$ cat config.mk
export PLATFORM = sky130hd
export DESIGN_NAME = bin2bcd_seq
export DESIGN_NICKNAME = d
export VERILOG_FILES = /design/src/rtl/bin2bcd_seq.sv
export SDC_FILE = /design/constraint.sdc
export NUM_CORES = 1
export LEC_CHECK = 0
export ABC_CLOCK_PERIOD_IN_PS = 2100
export CAP_MARGIN = 20
export CORE_ASPECT_RATIO = 0.9
export CORE_UTILIZATION = 23
export CTS_CLUSTER_DIAMETER = 50
export CTS_CLUSTER_SIZE = 40
export DETAILED_ROUTE_END_ITERATION = 8
export PLACE_DENSITY = 0.43
export SLEW_MARGIN = 20
export SYNTH_ARGS = -nofsm -noshare
export SYNTH_HDL_FRONTEND = slang
export SYNTH_SLANG_ARGS = --single-unit
export TNS_END_PERCENT = 100
$ cat constraint.sdc
create_clock -name clk -period 2.1 [get_ports clk]
set_input_delay 0.315 -clock clk [delete_from_list [all_inputs] [get_ports clk]]
set_output_delay 0.315 -clock clk [all_outputs]
set_load 0.02 [all_outputs]
$ cat src/rtl/bin2bcd_seq.sv
// rtl/bin2bcd_seq.sv - sequential shift-and-add-3 binary-to-BCD converter
//
// Converts one unsigned binary value into packed BCD digits, one input bit
// per clock, behind valid/ready handshakes on both sides. Feeds bcd7seg
// digit decoders, one nibble per decoder.
//
// Parameters
//   BIN_W      width of the binary input (>= 1)
//   DIGITS     number of BCD digits produced (>= 1)
//
// Ports
//   clk        rising-edge clock
//   rst_n      asynchronous active-low reset
//   in_valid   in_bin holds a value to convert
//   in_ready   converter can accept a value (high only while idle)
//   in_bin     binary value, unsigned, BIN_W bits
//   out_valid  out_bcd/out_ovf hold a finished result
//   out_ready  consumer takes the result
//   out_bcd    packed BCD, [3:0] = ones, [7:4] = tens, ...
//   out_ovf    value exceeded 10^DIGITS-1; out_bcd is then meaningless

module bin2bcd_seq #(
    parameter int BIN_W  = 8,
    parameter int DIGITS = 3
) (
    input  logic                  clk,
    input  logic                  rst_n,
    input  logic                  in_valid,
    output logic                  in_ready,
    input  logic [BIN_W-1:0]      in_bin,
    output logic                  out_valid,
    input  logic                  out_ready,
    output logic [4*DIGITS-1:0]   out_bcd,
    output logic                  out_ovf
);

    localparam int ACC_W = 4 * DIGITS;
    localparam int SR_W  = ACC_W + BIN_W;
    localparam int CNT_W = $clog2(BIN_W + 1);

    localparam logic [1:0] S_IDLE  = 2'd0;
    localparam logic [1:0] S_SHIFT = 2'd1;
    localparam logic [1:0] S_DONE  = 2'd2;

    logic [1:0]       state;
    // {BCD accumulator, remaining binary bits}; the binary part drains out
    // of the top while the accumulator fills from below.
    logic [SR_W-1:0]  sr;
    logic [CNT_W-1:0] cnt;
    logic             ovf_acc;

    logic [ACC_W-1:0] acc_adj;
    logic [SR_W-1:0]  sr_adj;
    logic [SR_W-1:0]  sr_next;
    logic             ovf_next;

    assign in_ready  = (state == S_IDLE);
    assign out_valid = (state == S_DONE);

    // Add-3 correction on every digit >= 5, in parallel, strictly 4-bit:
    // digits never carry into each other, so a corrupted top digit can only
    // be detected by what falls off its MSB on the following shift.
    always_comb begin
        acc_adj = '0;
        for (int i = 0; i < DIGITS; i++) begin
            if (sr[BIN_W + 4*i +: 4] >= 4'd5) begin
                acc_adj[4*i +: 4] = sr[BIN_W + 4*i +: 4] + 4'd3;
            end else begin
                acc_adj[4*i +: 4] = sr[BIN_W + 4*i +: 4];
            end
        end
        sr_adj   = {acc_adj, sr[BIN_W-1:0]};
        sr_next  = {sr_adj[SR_W-2:0], 1'b0};
        // Any 1 leaving the top digit would have belonged to a digit we do
        // not have, so the value does not fit; sticky until next acceptance.
        ovf_next = ovf_acc | sr_adj[SR_W-1];
    end

    always_ff @(posedge clk or negedge rst_n) begin
        if (!rst_n) begin
            state   <= S_IDLE;
            sr      <= '0;
            cnt     <= '0;
            ovf_acc <= 1'b0;
            out_bcd <= '0;
            out_ovf <= 1'b0;
        end else begin
            case (state)
                S_IDLE: begin
                    if (in_valid) begin
                        sr      <= {{ACC_W{1'b0}}, in_bin};
                        ovf_acc <= 1'b0;
                        cnt     <= CNT_W'(BIN_W);
                        state   <= S_SHIFT;
                    end
                end
                S_SHIFT: begin
                    sr      <= sr_next;
                    ovf_acc <= ovf_next;
                    cnt     <= cnt - CNT_W'(1);
                    // The published result only moves on the final shift so
                    // the previous result stays visible during a conversion.
                    if (cnt == CNT_W'(1)) begin
                        state   <= S_DONE;
                        out_bcd <= sr_next[SR_W-1:BIN_W];
                        out_ovf <= ovf_next;
                    end
                end
                S_DONE: begin
                    if (out_ready) begin
                        state <= S_IDLE;
                    end
                end
                default: begin
                    state <= S_IDLE;
                end
            endcase
        end
    end

endmodule
# Word-level counts from Yosys, hierarchy flattened

Index checks and enable logic that the tools add are counted.

Bitwise gates (word level): 1
Add/subtract/negate cells: 4
Eq/ne operators: 6
Mux-type cells: 13
Reductions and logical operators: 5
Order comparisons: 3

Operators by type and width:

| operator                                                                            | count |
|---|---|
| 20-bit one-hot mux with 2 select lines                                              | 1 |
| 20-bit two-way mux                                                                  | 1 |
| 4-bit two-way mux                                                                   | 4 |
| 4-bit by 2-bit adder with 4-bit output, second input constant                       | 3 |
| 4-bit by 3-bit greater-or-equal comparator with 1-bit output, second input constant | 3 |
| 4-bit one-hot mux with 2 select lines                                               | 1 |
| 2-bit two-way mux                                                                   | 3 |
| 2-bit one-hot mux with 3 select lines                                               | 1 |
| 4-bit by 1-bit == test with 1-bit output, second input constant                     | 1 |
| 2-bit inequality test, second input constant                                        | 2 |
| 2-bit AND reduction                                                                 | 2 |
| 4-bit by 1-bit subtractor with 4-bit output, second input constant                  | 1 |
| 3-bit AND reduction                                                                 | 1 |
| 2-bit by 1-bit == test with 1-bit output, second input constant                     | 1 |
| 2-bit == test, second input constant                                                | 1 |
| 2-bit zero test                                                                     | 1 |
| 2-bit by 1-bit inequality test with 1-bit output, second input constant             | 1 |
| 1-bit one-hot mux with 2 select lines                                               | 1 |
| 2-bit nonzero test                                                                  | 1 |
| 1-bit two-way mux                                                                   | 1 |
| 1-bit bitwise OR                                                                    | 1 |

Register bits: 40

# Longest topological paths before layout

Depth after elaboration: 4
Depth in mapped cells: 7
Depth with buffers taken out: 6

# Least setup slack after synthesis

No wires, ideal clock.

Path kind: reg2reg
Start point: reg sr[8]
End point: reg sr[10]
Buffers on the path: 0
Stages on the path, launching flop included: 7
Data arrival time: 1,445 ps
Setup time: 83 ps
Period minus slack after synthesis: 1,528 ps
Required time: 2,017 ps
Slack: 572 ps
Path through: dfrtp_1 > inv_1 > ha_1 > nand2b_1 > a21oi_1 > mux2_2 > o21ai_0

Cells in the longest elaborated chain, start to end: 3
Elaborated cells between the ends (all ways): 4
Those cells by class: add/sub (1); order compare (1); mux (2)

RTL lines:

| what                                                                                                                          | line   | RTL |
|---|---|---|
| from (decl)                                                                                                                   | 48     | `logic [SR_W-1:0] sr;` |
| from (signal assigned)                                                                                                        | 91     | `sr <= {{ACC_W{1'b0}}, in_bin};` |
| from (signal assigned)                                                                                                        | 98     | `sr <= sr_next;` |
| 4-bit by 2-bit adder with 4-bit output / 4-bit by 3-bit greater-or-equal comparator with 1-bit output (equally long branches) | 67, 66 |  |
| 4-bit two-way mux *                                                                                                           | 66     | `if (sr[BIN_W + 4*i +: 4] >= 4'd5) begin` |
| 20-bit one-hot mux with 2 select lines *                                                                                      | 88     | `case (state)` |

Every way passes the cells marked *; elsewhere a longest branch is shown, timed or not.
A chain may end at the register's enable or synchronous reset.

# Final worst setup path

Start point: reg state[0]
End point: out out_valid

Cells in the longest elaborated chain, start to end: 1

RTL lines:

| what                   | line | RTL |
|---|---|---|
| from (decl)            | 45   | `logic [1:0] state;` |
| from (signal assigned) | 81   | `state <= S_IDLE;` |
| from (signal assigned) | 94   | `state <= S_SHIFT;` |
| from (signal assigned) | 104  | `state <= S_DONE;` |
| 2-bit == test          | 58   | `assign out_valid = (state == S_DONE);` |
| to (decl)              | 31   | `output logic out_valid,` |

No other way between the ends.

==> flow_metrics.tcl <==
set metrics [dict create \
    synth-async-reset-ratio_pct 100 \
    ys.flop_type "dfrtp_1" \
    end_kind "primary output" \
    yosys.area.top_type "dfrtp_1" \
    clock_skew_ns 0.0126 \
    clock-sinks 40 \
    grt_pass1_vias 1498 \
    diodes 0 \
    die_w_um 98.5 \
    slew_viol_final 0 \
    post_drt_wl_per_cell_um 12.3 \
    htreeDepth 2 \
    vias 1490 \
    synth_cell_types 23 \
    crit_required_ns 1.78 \
    clk_pin_slew_ns 0.08 \
    cts_buffers 5 \
    cts_hold_buffers 0 \
    nets 255 \
    synth.cell_area_mm2 0.00193 \
    synth_top_area_share_pct 51.9 \
    ant_nets 0 \
    layout_setup_ws_ns 0.192 \
    p_per_area_mw_per_mm2 1540 \
    ios 27 \
    viasPerCell 4.45 \
    fin_crit_ns 1.91 \
    grt_max_degree 41 \
    dieHeight_um 88.8 \
    drt_iter0_drc 31 \
    crit_type "reg -> out" \
    first_pass_iters 6 \
    cts_tree "yes" \
    synth-edff-count 0 \
    finalWirelength_um 4120 \
    syn_nets 224 \
    clock-root-buffer "clkbuf_8" \
    pre_cts_ws_ns 0.402 \
    insertion_delay_ns 0.30 \
    place_congestion 0.698 \
    synth_area_leaders "dfrtp_1 (52%), o21ai_0 (9.9%), nand2_1 (6.4%), a21oi_1 (5.5%), ha_1 (5.2%)" \
    final_hold_viol_count 0 \
    status "finished clean" \
    dp_hpwl_um 2750 \
    finalSetupViolCount 0 \
    syn_to_final_growth_pct 26.8 \
    p_leak_uw 0.00103 \
    fin_hold_ws_ns 0.0784 \
    coreArea_mm2 0.00807 \
    fin_crit_sh_pct 90.8 \
    ys.warnings.count 0 \
    reg2reg_from "sr[16]" \
    ir_worst_vdd_v 0.000621 \
    path_max_fanout 7 \
    fill_cells 871 \
    worstMarginPinSlew_ns 0.526 \
    antenna_found_initial 0 \
    synthCells 204 \
    r2r_slack_ns 0.38 \
    endpoint "out_valid" \
    ys_seq_area_share_pct 51.9 \
    maxCapViolCount 0 \
    hold_path.class "in -> async" \
    max-slew-margin-rel_pct 64.9 \
    rows 31 \
    io_buffer_count 26 \
    rsz0062_at_grt "false" \
    post-cts-setup-buffers 0 \
    gr-total-overflow 0 \
    avgSynthCellArea_um2 9.45 \
    cts_resized 0 \
    initial_core_util_pct 23.9 \
    r2r_end "out_bcd[10]" \
    critPathLaunchType "register" \
    cp-startpoint "state[0]" \
    drc 0 \
    grt_util_all_layers_pct 10.8 \
    worstRegToRegCells 6 \
    clock.fmax_mhz 524 \
    grt_pass1_wl_um 7290 \
    worstPathArrival_ns 1.59 \
    drive_gt1_share_pct 10.2 \
    ys_ff_latch 40 \
    clk_path_buf_depth 2 \
    die_area_mm2 0.00875 \
    finalSetupTns_ns 0 \
]
-- cells in the mapped netlist (2+ instances only) --
cell type	n
nand2_1	33
a21oi_1	21
nand3_1	3
buf_2	4
nor3b_1	13
xnor2_1	3
inv_1	10
nor3_1	4
clkbuf_1	4
nor2_1	4
o21ai_0	38
ha_1	8
a22o_1	2
dfrtp_1	40
mux2_2	5
nand2b_1	5
-- sequential cells by signal, summed over array words and instances (netlist names) --
name     cells
ovf_acc      1
cnt          4
out_ovf      1
sr          20
state        2
out_bcd     12
-- layer usage --
layer / track usage, % / wire (um) / up-vias
met1: 14.0 / 2070 / 694
met3: 2.69 / 163 / 8
met5: 0 / 0 / -
met2: 17.1 / 1820 / 26
met4: 4.88 / 66 / 0
li1: - / - / 762
-- placed cells by master (no fill, tap or decap) --
master,synthesis,routed
dfrtp_1,40,39
dfrtp_2,0,1
nor3b_1,13,13
mux2_2,5,5
clkbuf_8,0,7
nand3b_1,1,1
buf_2,4,1
nor3b_2,1,1
buf_4,0,6
a21oi_1,21,21
inv_1,10,10
nor3_1,4,4
and2b_4,1,1
clkdlybuf4s50_1,0,25
o21bai_1,1,1
a22o_1,2,2
nor2_1,4,4
bufinv_16,0,1
o21ai_1,1,1
nand3_1,3,3
xnor2_1,3,3
nand2_2,1,1
nor2b_1,1,1
nand2_1,33,33
ha_1,8,8
o21ai_0,38,38
nand2b_1,5,5
-- layout make-up --
class	count	area, um^2	share of cell area, %
Tap cell	99	124	5.07
Multi-Input combinational cell	146	853	34.9
Clock buffer	7	96.3	3.94
Sequential cell	40	1000	41.0
Clock inverter	1	30.0	1.23
Timing Repair Buffer	32	300	12.3
Inverter	10	37.5	1.54
-- metrics by stage --
stage	utilization [%]	std cells	power, uW	instance area, um^2
final	30.3	335	3770	2440
after global placement	28.7	327	3100	2320
after global routing	30.3	335	4120	2440
after detailed placement	28.7	327	3110	2320
after floorplan	-	204	2490	1930
after CTS	30.3	335	3830	2440
-- critical path, cell delays in order (launching register included) --
cell	delay, ns
dfrtp_1	0.46
nand2b_1	0.19
inv_1	0.06
clkdlybuf4s50_1	0.59
-- logic make-up (layout without fill, tap and decap cells) --
family | count (synthesis) | after routing | share of synthesized area (%)
flops | 40 | 40 | 51.9
xor+xnor | 3 | 3 | 1.36
simple gates | 67 | 67 | 17.9
fa+ha+maj | 8 | 8 | 5.20
compound gates | 63 | 63 | 16.9
buf+inv | 18 | 50 | 3.77
mux | 5 | 5 | 2.92
-- power by group --
part	switching, uW	leakage, uW	internal (uW)
Combinational	908	0.000462	769
Sequential	284	0.000505	1110
Clock	282	0.0000645	420
Total	1470	0.00103	2300
-- worst min path at each step --
stage                            end  slack (ns)   from  cells past startpoint
after global routing      out_bcd[8]        0.12  rst_n                      2
after CTS                 out_bcd[8]        0.09  rst_n                      2
after global placement        sr[17]        0.43  rst_n                      2
final                     out_bcd[8]        0.08  rst_n                      2
after detailed placement      sr[17]        0.42  rst_n                      2
after floorplan               cnt[0]        0.02  rst_n                      0
Power figures use the tool's default switching activity.
